--- config.mk ---
export PLATFORM = sky130hd
export DESIGN_NAME = i2c_target
export DESIGN_NICKNAME = d
export VERILOG_FILES = /design/src/rtl/i2c_pkg.sv /design/src/rtl/i2c_line_sync.sv /design/src/rtl/i2c_target.sv
export SDC_FILE = /design/constraint.sdc
export NUM_CORES = 1
export LEC_CHECK = 0
export ABC_AREA = 1
export CORE_ASPECT_RATIO = 2
export CORE_MARGIN = 2
export CORE_UTILIZATION = 40
export CTS_BUF_LIST = sky130_fd_sc_hd__clkbuf_8 sky130_fd_sc_hd__clkbuf_16
export DETAILED_ROUTE_END_ITERATION = 10
export GPL_ROUTABILITY_DRIVEN = 0
export PLACE_DENSITY = 0.72
export RECOVER_POWER = 50
export SKIP_CTS_REPAIR_TIMING = 1
export SLEW_MARGIN = 20
export SYNTH_ARGS = -nofsm -noshare
export SYNTH_HDL_FRONTEND = slang
export SYNTH_HIERARCHICAL = 1
export SYNTH_SLANG_ARGS = --single-unit
export TNS_END_PERCENT = 20
--- constraint.sdc ---
create_clock -name clk -period 3.27 [get_ports clk]
set_clock_uncertainty 0.15 [all_clocks]
set_input_delay 0.327 -clock clk [delete_from_list [all_inputs] [get_ports clk]]
set_output_delay 0.327 -clock clk [all_outputs]
set_load 0.02 [all_outputs]
--- src/rtl/i2c_pkg.sv ---
// i2c_pkg: shared state encoding, transfer-direction constants and bit-counter width
package i2c_pkg;
    typedef enum logic [3:0] {
        IDLE, ADDR, ADDR_ACK, REG, REG_ACK, WDATA, WDATA_ACK, RDATA, RDATA_ACK
    } state_t;
    localparam logic I2C_WRITE = 1'b0;
    localparam logic I2C_READ  = 1'b1;
    localparam int   CNT_W     = 3;
endpackage

--- src/rtl/i2c_line_sync.sv ---
// i2c_line_sync: 2-FF pin synchronizers with SCL edge and START/STOP detection
module i2c_line_sync (
    input  logic clk,
    input  logic rstn,
    input  logic scl_in,
    input  logic sda_in,
    output logic sda,
    output logic scl_rise,
    output logic scl_fall,
    output logic start,
    output logic stop
);
    logic [1:0] scl_ff, sda_ff;
    logic       scl_p, sda_p;
    logic       scl;
    // synchronize both pins and keep the previous synchronized level; reset to idle-high
    always_ff @(posedge clk or negedge rstn) begin
        if (!rstn) begin
            scl_ff <= 2'b11;
            sda_ff <= 2'b11;
            scl_p  <= 1'b1;
            sda_p  <= 1'b1;
        end else begin
            scl_ff <= {scl_ff[0], scl_in};
            sda_ff <= {sda_ff[0], sda_in};
            scl_p  <= scl_ff[1];
            sda_p  <= sda_ff[1];
        end
    end
    assign scl      = scl_ff[1];
    assign sda      = sda_ff[1];
    assign scl_rise = scl & ~scl_p;
    assign scl_fall = ~scl & scl_p;
    assign start    = scl & scl_p & sda_p & ~sda;
    assign stop     = scl & scl_p & ~sda_p & sda;
endmodule

--- src/rtl/i2c_target.sv ---
// i2c_target: single-address I2C register-read target; I2C_TARGET_WRITE_EN adds register writes
import i2c_pkg::*;
module i2c_target #(
    parameter logic [6:0] TARGET_ADDR = 7'h42
) (
    input  logic       clk,
    input  logic       rstn,
    input  logic       scl_in,
    input  logic       sda_in,
    output logic       sda_oe,
    output logic [7:0] reg_ptr,
    input  logic [7:0] reg_rdata,
    output logic       rd_stb,
    output logic [7:0] wr_data,
    output logic       wr_stb,
    output logic       busy,
    output logic       addr_hit
);
    logic             sda, scl_rise, scl_fall, start, stop;
    state_t           state, state_d;
    logic [CNT_W-1:0] cnt, cnt_d;
    logic [7:0]       shift, shift_d, ptr_d, rx_byte;
    logic             oe_d, busy_d, rd_d, hit_d, match;

    i2c_line_sync u_sync (
        .clk(clk), .rstn(rstn), .scl_in(scl_in), .sda_in(sda_in),
        .sda(sda), .scl_rise(scl_rise), .scl_fall(scl_fall), .start(start), .stop(stop)
    );

    assign rx_byte = {shift[6:0], sda};
    assign match   = rx_byte[7:1] == TARGET_ADDR;

`ifdef I2C_TARGET_WRITE_EN
    logic [7:0] wd_q, wd_d;
    logic       ws_q, ws_d;
    assign wr_data = wd_q;
    assign wr_stb  = ws_q;
`else
    assign wr_data = 8'h00;
    assign wr_stb  = 1'b0;
`endif

    // next-state logic; in ACK slots the current sda_oe tells first (assert) from second (end) scl_fall
    always_comb begin
        state_d = state;
        cnt_d   = cnt;
        shift_d = shift;
        oe_d    = sda_oe;
        ptr_d   = reg_ptr;
        busy_d  = busy;
        rd_d    = 1'b0;
        hit_d   = 1'b0;
`ifdef I2C_TARGET_WRITE_EN
        wd_d    = wd_q;
        ws_d    = 1'b0;
`endif
        if (stop) begin
            state_d = IDLE;
            oe_d    = 1'b0;
            busy_d  = 1'b0;
        end else if (start) begin
            state_d = ADDR;
            oe_d    = 1'b0;
            cnt_d   = '0;
        end else begin
            case (state)
                ADDR: if (scl_rise) begin
                    shift_d = rx_byte;
                    cnt_d   = cnt + 1'b1;
                    if (&cnt) begin
                        hit_d   = match;
                        busy_d  = match;
                        state_d = match ? ADDR_ACK : IDLE;
                    end
                end
                ADDR_ACK: if (scl_fall) begin
                    oe_d = ~sda_oe;
                    if (sda_oe) begin
                        if (shift[0] == I2C_READ) begin
                            shift_d = reg_rdata;
                            oe_d    = ~reg_rdata[7];
                            rd_d    = 1'b1;
                            state_d = RDATA;
                        end else begin
                            state_d = REG;
                        end
                    end
                end
                REG: if (scl_rise) begin
                    shift_d = rx_byte;
                    cnt_d   = cnt + 1'b1;
                    if (&cnt) begin
                        ptr_d   = rx_byte;
                        state_d = REG_ACK;
                    end
                end
                REG_ACK: if (scl_fall) begin
                    oe_d = ~sda_oe;
`ifdef I2C_TARGET_WRITE_EN
                    if (sda_oe) state_d = WDATA;
`else
                    // IDLE with busy kept high ignores (NACKs) further bytes until START/STOP
                    if (sda_oe) state_d = IDLE;
`endif
                end
`ifdef I2C_TARGET_WRITE_EN
                WDATA: if (scl_rise) begin
                    shift_d = rx_byte;
                    cnt_d   = cnt + 1'b1;
                    if (&cnt) begin
                        wd_d    = rx_byte;
                        ws_d    = 1'b1;
                        state_d = WDATA_ACK;
                    end
                end
                WDATA_ACK: if (scl_fall) begin
                    oe_d = ~sda_oe;
                    if (sda_oe) begin
                        ptr_d   = reg_ptr + 8'd1;
                        state_d = WDATA;
                    end
                end
`endif
                RDATA: if (scl_fall) begin
                    shift_d = {shift[6:0], 1'b0};
                    oe_d    = ~shift[6] & ~(&cnt);
                    cnt_d   = cnt + 1'b1;
                    if (&cnt) state_d = RDATA_ACK;
                end
                RDATA_ACK: begin
                    if (scl_rise) begin
                        if (sda) begin
                            state_d = IDLE;
                            busy_d  = 1'b0;
                        end else begin
                            ptr_d = reg_ptr + 8'd1;
                        end
                    end else if (scl_fall) begin
                        shift_d = reg_rdata;
                        oe_d    = ~reg_rdata[7];
                        rd_d    = 1'b1;
                        state_d = RDATA;
                    end
                end
                default: ;
            endcase
        end
    end

    // state and output registers; reset releases SDA immediately
    always_ff @(posedge clk or negedge rstn) begin
        if (!rstn) begin
            state    <= IDLE;
            cnt      <= '0;
            shift    <= '0;
            sda_oe   <= 1'b0;
            reg_ptr  <= '0;
            busy     <= 1'b0;
            rd_stb   <= 1'b0;
            addr_hit <= 1'b0;
`ifdef I2C_TARGET_WRITE_EN
            wd_q     <= '0;
            ws_q     <= 1'b0;
`endif
        end else begin
            state    <= state_d;
            cnt      <= cnt_d;
            shift    <= shift_d;
            sda_oe   <= oe_d;
            reg_ptr  <= ptr_d;
            busy     <= busy_d;
            rd_stb   <= rd_d;
            addr_hit <= hit_d;
`ifdef I2C_TARGET_WRITE_EN
            wd_q     <= wd_d;
            ws_q     <= ws_d;
`endif
        end
    end
endmodule
# Word level (Yosys, flattened, before mapping)
# Index checks and enable logic that the tools add are counted.
[op_classes]
add_sub_neg = 2
eq_ne = 39
n_reduce_logical = 15
bitwise = 18
mux = 65
[op_table]
columns = ["op", "n"]
rows = [
  ["4-bit 2-to-1 mux", 15],
  ["7-bit 2-to-1 mux", 7],
  ["4-bit inequality test, second input constant", 12],
  ["8-bit 2-to-1 mux", 4],
  ["7-bit one-hot mux with 4 select lines", 1],
  ["1-bit 2-to-1 mux", 27],
  ["4-bit one-hot mux with 6 select lines", 1],
  ["2-bit inequality test, second input constant", 10],
  ["8-bit one-hot mux with 2 select lines", 1],
  ["13-bit AND reduction", 1],
  ["3-bit 2-to-1 mux", 4],
  ["3-bit inequality test, second input constant", 4],
  ["6-bit AND reduction", 2],
  ["1-bit NOT", 10],
  ["10-bit AND reduction", 1],
  ["9-bit AND reduction", 1],
  ["8-bit by 1-bit adder with 8-bit output, second input constant", 1],
  ["1-bit AND", 8],
  ["4-bit by 2-bit == test with 1-bit output, second input constant", 2],
  ["4-bit by 3-bit == test with 1-bit output, second input constant", 2],
  ["8-bit nonzero test", 1],
  ["7-bit == test, second input constant", 1],
  ["7-bit AND reduction", 1],
  ["3-bit one-hot mux with 2 select lines", 1],
  ["other kinds (18)", 21],
]
[totals]
reg_bits = 32
wordCells = 152
inputBits = 12

# Depth between registers and ports, before layout
# Gate-level depths: netlist of the first run.
[logic_depth]
ltp_word = 7
ltp_mapped = 14
depth_no_buf = 13

# By module
# The synthesis of the first run kept the hierarchy.
[by_module_without_submodules]
columns = ["module", "cells_each", "area_each_um2", "seq_area_each_um2", "instances"]
rows = [
  ["i2c_target", 294, 2005.7, 650.6, 1],
  ["i2c_line_sync", 17, 198.9, 157.7, 1],
]

# Worst setup path after synthesis of the first run
# Ideal clock, no wire load.
[synth_path]
kind = "flip-flop to flip-flop"
start = "register u_sync.scl_ff[1]"
end = "register state[1]"
path_slack_ns = 1.290
synth_period_minus_slack_ns = 1.980
arrival_ns = 1.713
required_time_ns = 3.004
path_stages_with_launch = 13
setup_time_ns = 0.116
cell_sequence = "dfstp_2 > nand2_1 > nor2_1 > nor2_1 > buf_4 > nand2_1 > inv_1 > nand2_1 > nand3_1 > nor2_2 > nand2_2 > nand2_1 > nand2_1"
[synth_via]
elab_chain_len = 5
word_cells_on_any_way = 26
cone_classes = "eq/ne: 12; mux: 4; bitwise: 8; reduce/logical: 2"
[synth_rtl]
columns = ["item", "line_no", "source"]
rows = [
  ["start, declared", "i2c_line_sync.sv:13", "logic [1:0] scl_ff, sda_ff;"],
  ["start signal, assigned", "i2c_line_sync.sv:24", "scl_ff <= {scl_ff[0], scl_in};"],
  ["1-bit AND * (3 in a row)", "i2c_line_sync.sv:35", "assign stop = scl & scl_p & ~sda_p & sda;"],
  ["named net stop", "i2c_target.sv:19", "logic sda, scl_rise, scl_fall, start, stop;"],
  ["5-bit by 4-bit inequality test with 1-bit output (no source line), or another cell as far along", "-", ""],
  ["13-bit AND reduction (no source line)", "-", ""],
  ["end signal, assigned", "i2c_target.sv:166", "state <= state_d;"],
  ["end, declared", "i2c_target.sv:20", "state_t state, state_d;"],
]
# Mark *: on every way through the listed nets, which the timed path passes. The rest lies on a longest branch.
# A chain may end at the register's enable or synchronous reset.

# Worst setup path after layout of the first run
[layout_path]
start = "register u_sync.sda_ff[1]"
end = "register state[2]"
[layout_via]
elab_chain_len = 4
word_cells_on_any_way = 19
cone_classes = "eq/ne: 12; mux: 2; bitwise: 3; reduce/logical: 2"
[layout_rtl]
columns = ["item", "line_no", "source"]
rows = [
  ["start, declared", "i2c_line_sync.sv:13", ""],
  ["start signal, assigned", "i2c_line_sync.sv:25", "sda_ff <= {sda_ff[0], sda_in};"],
  ["1-bit NOT *", "i2c_line_sync.sv:34", "assign start = scl & scl_p & sda_p & ~sda;"],
  ["1-bit AND *", "i2c_line_sync.sv:34", ""],
  ["named net start", "i2c_target.sv:19", ""],
  ["5-bit by 4-bit inequality test with 1-bit output (no source line), or another cell as far along", "-", ""],
  ["13-bit AND reduction (no source line) or 4-bit 2-to-1 mux (tied branches)", "-", ""],
]
# Marked as above.

==> flow_summary.ini, run 1 <==
[pwr]
p_per_area_nw_per_um2 = 588
clock_power_share = 0.227
intPower_mw = 0.853
power_frac_seq = 0.368
power_leakage_nw = 1.26
ir_worst_vdd_mv = 0.311
switching_share = 0.426
p_sw_mw = 0.634
pwr-share-comb = 0.406

[synth]
yosys.area.top_type = dfrtp_1
avgSynthCellArea_sq_um = 7.09
ys_seq_area_frac = 0.367
synth_cell_type_count = 32
ys_top_cells_by_count = nand2_1, nand3_1, inv_1, dfrtp_1, nor2_1
ys_seq_elements = 32
synthCells = 311
syn_area_sq_um = 2200
synth.top_cell.area_share = 0.295
synthTopCellsByArea = dfrtp_1, nand2_1, nand3_1
synth_edf_count = 0
synth_ff_type = dfrtp_1
async_flop_share = 1.00
ys.warnings.count = 6
yosysMostFrequentCell = nand2_1

[global_routing]
grt_pass1_vias = 2076
grt_pass1_wl_mm = 9.58
track_usage = 0.206
grt_overflow = 0
grt_max_degree = 33
antenna_found_initial = 0

[worst_hold_path]
hold_start = u_sync/sda_ff[0]$_DFF_PN1_
whs_endpoint = u_sync/sda_ff[1]$_DFF_PN1_
hold_depth = 0
hold_path_class = reg -> reg

[layout]
drive_gt1_frac = 0.124
diodes = 0
syn2layout_area_growth_pct = 14.6
final_cell_area_sq_um = 2530
nets = 352
fin_cells = 398

[die]
rows = 38
coreArea_sq_um = 5370
fp.dieH_microns = 109
io_pins = 33
start_util = 0.410
dieArea_sq_um = 6160
die_w_microns = 56.5

[sta]
maxSlewViolCount = 33
tightest_slew_ns = 1.76
max_slew_margin = -0.176
tns_ns = 0
timing.fmax_ghz = 0.406
finalSetupViolCount = 0
fin_crit_sh = 0.753
holdWs_ns = 0.211
hold_violations = 0
period_minus_slack_ns = 2.46
finalWorstSetupSlack_ns = 0.807
rsz0062_at_grt = no

[placement]
dp_hpwl_mm = 4.42
placed_area_sq_um = 2430
dp_cells = 390
pre_cts_ws_ns = 0.873
port_buffers = 23

[drt]
wl_per_cell_microns = 14.5
drt-total-wl_mm = 5.75
drt-initial-drc-count = 118
viasPerCell = 5.36
drt_pre_antenna_iters = 4
num_vias = 2135
drc = 0
ant_nets = 0

[cts]
cts_sinks = 32
cts.path.max_buffers = 2
h-tree-depth = 2
cts_tree = built
numCtsBuffers = 5
clk_latency_ns = 0.29
clk_pin_slew_worst_paths_ns = 0.07
cts-root-buf = clkbuf_8

[setup_path]
start_kind = flop
rrSetupSlack_ns = 0.81
r2r-start = u_sync/sda_ff[1]$_DFF_PN1_
timing.rr.end = state[2]$_DFFE_PN0P_
worstPathMaxFanout = 11
cp.arrival_ns = 2.55
reg2reg_depth = 12
worstSetupEndpointType = flop
crit_required_ns = 3.35
crit_type = reg -> reg

[status]
violations = capacitance limit, slew limit
status = finished with violations

[run]
cap_violations = 1
## worst max path at each step
stage / from / endpoint / slack [ns] / cells past startpoint
finish: u_sync/sda_ff[1]$_DFF_PN1_ / state[2]$_DFFE_PN0P_ / 0.81 / 12
global route: u_sync/sda_ff[1]$_DFF_PN1_ / state[2]$_DFFE_PN0P_ / 0.52 / 12
global placement: u_sync/scl_ff[1]$_DFF_PN1_ / state[1]$_DFFE_PN0P_ / 0.94 / 11
detailed placement: u_sync/scl_ff[1]$_DFF_PN1_ / state[2]$_DFFE_PN0P_ / 0.87 / 11
CTS: u_sync/scl_ff[1]$_DFF_PN1_ / state[2]$_DFFE_PN0P_ / 0.88 / 11
floorplan: u_sync/scl_ff[1]$_DFF_PN1_ / state[1]$_DFFE_PN0P_ / 1.29 / 12
## worst max-delay path, cell delays in order (launching register included)
cell     delay [ns]
dfstp_1        0.60
inv_1          0.06
nand2_1        0.05
nor2_1         0.06
nor2_1         0.55
inv_1          0.26
nor2_1         0.20
nand2_1        0.10
nand3_1        0.10
nor2_2         0.06
nand2_2        0.09
nand2_1        0.06
nand2_1        0.06
## final cells by class
type / instances / area (sq um)
Fill cell: 548 / 2850
Multi-Input combinational cell: 232 / 1150
Sequential cell: 32 / 808
Timing Repair Buffer: 24 / 234
Inverter: 42 / 159
Clock buffer: 7 / 96.3
Tap cell: 60 / 75.1
Clock inverter: 1 / 3.75
## cells by family (layout without fill, tap and decap cells)
logic type                 Yosys count  after routing  synth area share
xor gates and xnor gates             3              3            0.0119
buffers and inverters               55             74             0.125
AOI/OAI and AO/OA                   40             40             0.108
DFF                                 32             32             0.367
and+or+nand+nor                    177            177             0.369
other                                1              9           0.00170
adders and majority gates            3              3            0.0170
## per-stage QoR
stage          utilization  total power, mW
3_5_place_dp         0.452             1.15
5_1_grt              0.470             1.60
3_3_place_gp         0.452             1.14
4_1_cts              0.471             1.49
2_1_floorplan            -            0.986
6_report             0.470             1.49
## routing by layer
metal | global-route usage | part of all wire
met1 | 0.200 | 0.34
met2 | 0.380 | 0.56
met3 | 0.0297 | 0.037
met4 | 0.155 | 0.059
met5 | 0 | 0
## placed cells by master, fill, tap and decap left out, types with 5 or more instances in the layout
cell type	count
nand3_1	38
inv_1	38
conb_1	9
clkbuf_8	7
o21ai_0	23
nand2_2	7
nand3_2	5
clkdlybuf4s50_1	20
o21ai_2	6
nand4_1	7
nor2_1	26
nand2_1	84
dfrtp_1	26
## state kept, by name, indices dropped and copies added, names as in the netlist
register       flops
addr_hit           1
busy               1
cnt                3
rd_stb             1
reg_ptr            8
sda_oe             1
shift              7
state              4
u_sync/scl_ff      2
u_sync/scl_p       1
u_sync/sda_ff      2
u_sync/sda_p       1
## power by group through the flow
| stage | Clock [mW] | Sequential [mW] | Combinational [mW] |
|---|---|---|---|
| 2_1_floorplan | 0 | 0.536 | 0.450 |
| 3_3_place_gp | 0 | 0.549 | 0.589 |
| 3_5_place_dp | 0 | 0.552 | 0.597 |
| 4_1_cts | 0.342 | 0.545 | 0.599 |
| 5_1_grt | 0.360 | 0.555 | 0.690 |
| 6_report | 0.337 | 0.546 | 0.603 |
Power figures use the tool's default switching activity.
==> inputs of run 2 (changes only) <==
- PLACE_DENSITY: 0.72 -> 0.74
- clock period: 3.27 -> 2.1 ns (I/O delays scaled with it)
==> flow_summary.ini, run 2 (synthesized netlist as in run 1, its figures left out) <==
[worst_hold_path]
hold_path_class = reg -> reg
hold_start = u_sync/scl_ff[0]$_DFF_PN1_

[pwr]
ir_worst_vdd_mv = 0.502
p_per_area_nw_per_um2 = 913
total_power_mw = 2.42
power_leakage_nw = 1.32

[setup_path]
r2r-start = u_sync/scl_ff[1]$_DFF_PN1_
worstPathMaxFanout = 8
startpoint = u_sync/scl_ff[1]$_DFF_PN1_
crit_chain = inv_1 > nor2_1 > inv_1 > buf_4 > nand3_1 > nand2_1 > nor2_1 > nand2_2 > nor2_4 > o21ai_0
crit_type = reg -> reg
crit_required_ns = 2.10
cp.arrival_ns = 1.97
cpPeakStageDelay_ns = 0.56
worstSetupEndpointType = flop
start_kind = flop
slowest_stage = dfstp_2

[die]
coreArea_sq_um = 5370
die_w_microns = 56.5
io_pins = 33
rows = 38
start_util = 0.410
dieArea_sq_um = 6160
fp.dieH_microns = 109

[drt]
drt-initial-drc-count = 105
ant_nets = 0
drt_pre_antenna_iters = 4
drc = 0
drt-total-wl_mm = 5.56
viasPerCell = 5.29
wl_per_cell_microns = 13.6
num_vias = 2169

[layout]
seq_area_sq_um = 808
nets = 364
fin_util = 0.492
nFillCells = 554
fin_cells = 410
diodes = 0
largestRegisters = reg_ptr: 8 flops, shift: 7 flops, state: 4 flops
final_cell_mix = nand2_1, inv_1, nand3_1
syn2layout_area_growth_pct = 19.9
drive_gt1_frac = 0.174
layout_commonest_cell = nand2_1
largest_register_ffs = 8
multi_input_area_sq_um = 1160
regMostFlops = reg_ptr

[cts]
cts-root-buf = clkbuf_8
numCtsBuffers = 5
h-tree-depth = 2
clk_latency_ns = 0.29
cts.path.max_buffers = 2
cts_sinks = 32
clk_pin_slew_worst_paths_ns = 0.07
cts_tree = built

[global_routing]
antenna_found_initial = 0
grt_overflow = 0
grt_max_degree = 33
grt_pass1_wl_mm = 9.19
track_usage = 0.193
grt_pass1_vias = 2105

[sta]
tns_ns = 0
max_slew_margin = 0.458
hold_violations = 0
rsz0062_at_grt = yes
period_minus_slack_ns = 1.97
tightest_slew_ns = 0.813
finalSetupViolCount = 0
timing.fmax_ghz = 0.506
finalWorstSetupSlack_ns = 0.125
maxSlewViolCount = 0
fin_crit_sh = 0.940

[placement]
port_buffers = 23
dp_cells = 397
pre_cts_ws_ns = 0.103
dp_hpwl_mm = 4.24

[run]
cap_violations = 0

[status]
status = completed
==> run 2: power breakdown <==
group	switching [mW]	total [mW]	leakage (nW)	internal (mW)
logic	0.638	0.971	0.855	0.333
registers	0.109	0.845	0.416	0.737
clock network	0.247	0.598	0.0541	0.351
==> run 2: worst max-delay path: cells and delay by family, from the launching register on <==
family / cells / cell delay [ns]
and+or+nand+nor: 6 / 0.73
AOI/OAI and AO/OA: 1 / 0.14
buffers and inverters: 3 / 0.27
DFF: 1 / 0.56
==> run 2: area by class of cell <==
class / count / share of cell area
clock inverter: 3 / 0.0161
inverter: 42 / 0.0601
tap: 60 / 0.0284
multi-input combinational: 232 / 0.441
clock buffer: 5 / 0.0260
sequential: 32 / 0.306
timing repair buffer: 36 / 0.123
==> run 2: layer usage <==
layer	wire length, microns	up-vias	track usage
li1	-	1058	-
met1	2000	1017	0.190
met2	3050	73	0.357
met3	252	21	0.0249
met4	256	0	0.139
met5	0	-	0
==> run 2: path summary, 6_finish.rpt <==
path | slack [ns] | endpoint | cells after the start
max | 0.13 | shift[0]$_DFFE_PN0P_ | 10
min | 0.21 | u_sync/scl_ff[1]$_DFF_PN1_ | 0
max in group asynchronous | 0.90 | cnt[1]$_DFFE_PN0P_ | 2
max reg2reg | 0.13 | shift[0]$_DFFE_PN0P_ | 10
min in group asynchronous | 0.39 | rd_stb$_DFF_PN0_ | 2
min reg2reg | 0.21 | u_sync/scl_ff[1]$_DFF_PN1_ | 0
==> run 2: stage by stage <==
stage	instance area, sq um	hold WS (ns)
floorplan	2230	-0.236
global placement	2480	0.197
detailed placement	2480	0.197
CTS	2590	0.165
global route	2640	0.212
finish	2640	0.206
==> inputs of run 3 (changes only) <==
- CAP_MARGIN: not set -> 20
- SKIP_CTS_REPAIR_TIMING: 1 -> not set
==> results of run 3 <==
The final DEF is identical to that of run 2; final timing and power are the same.
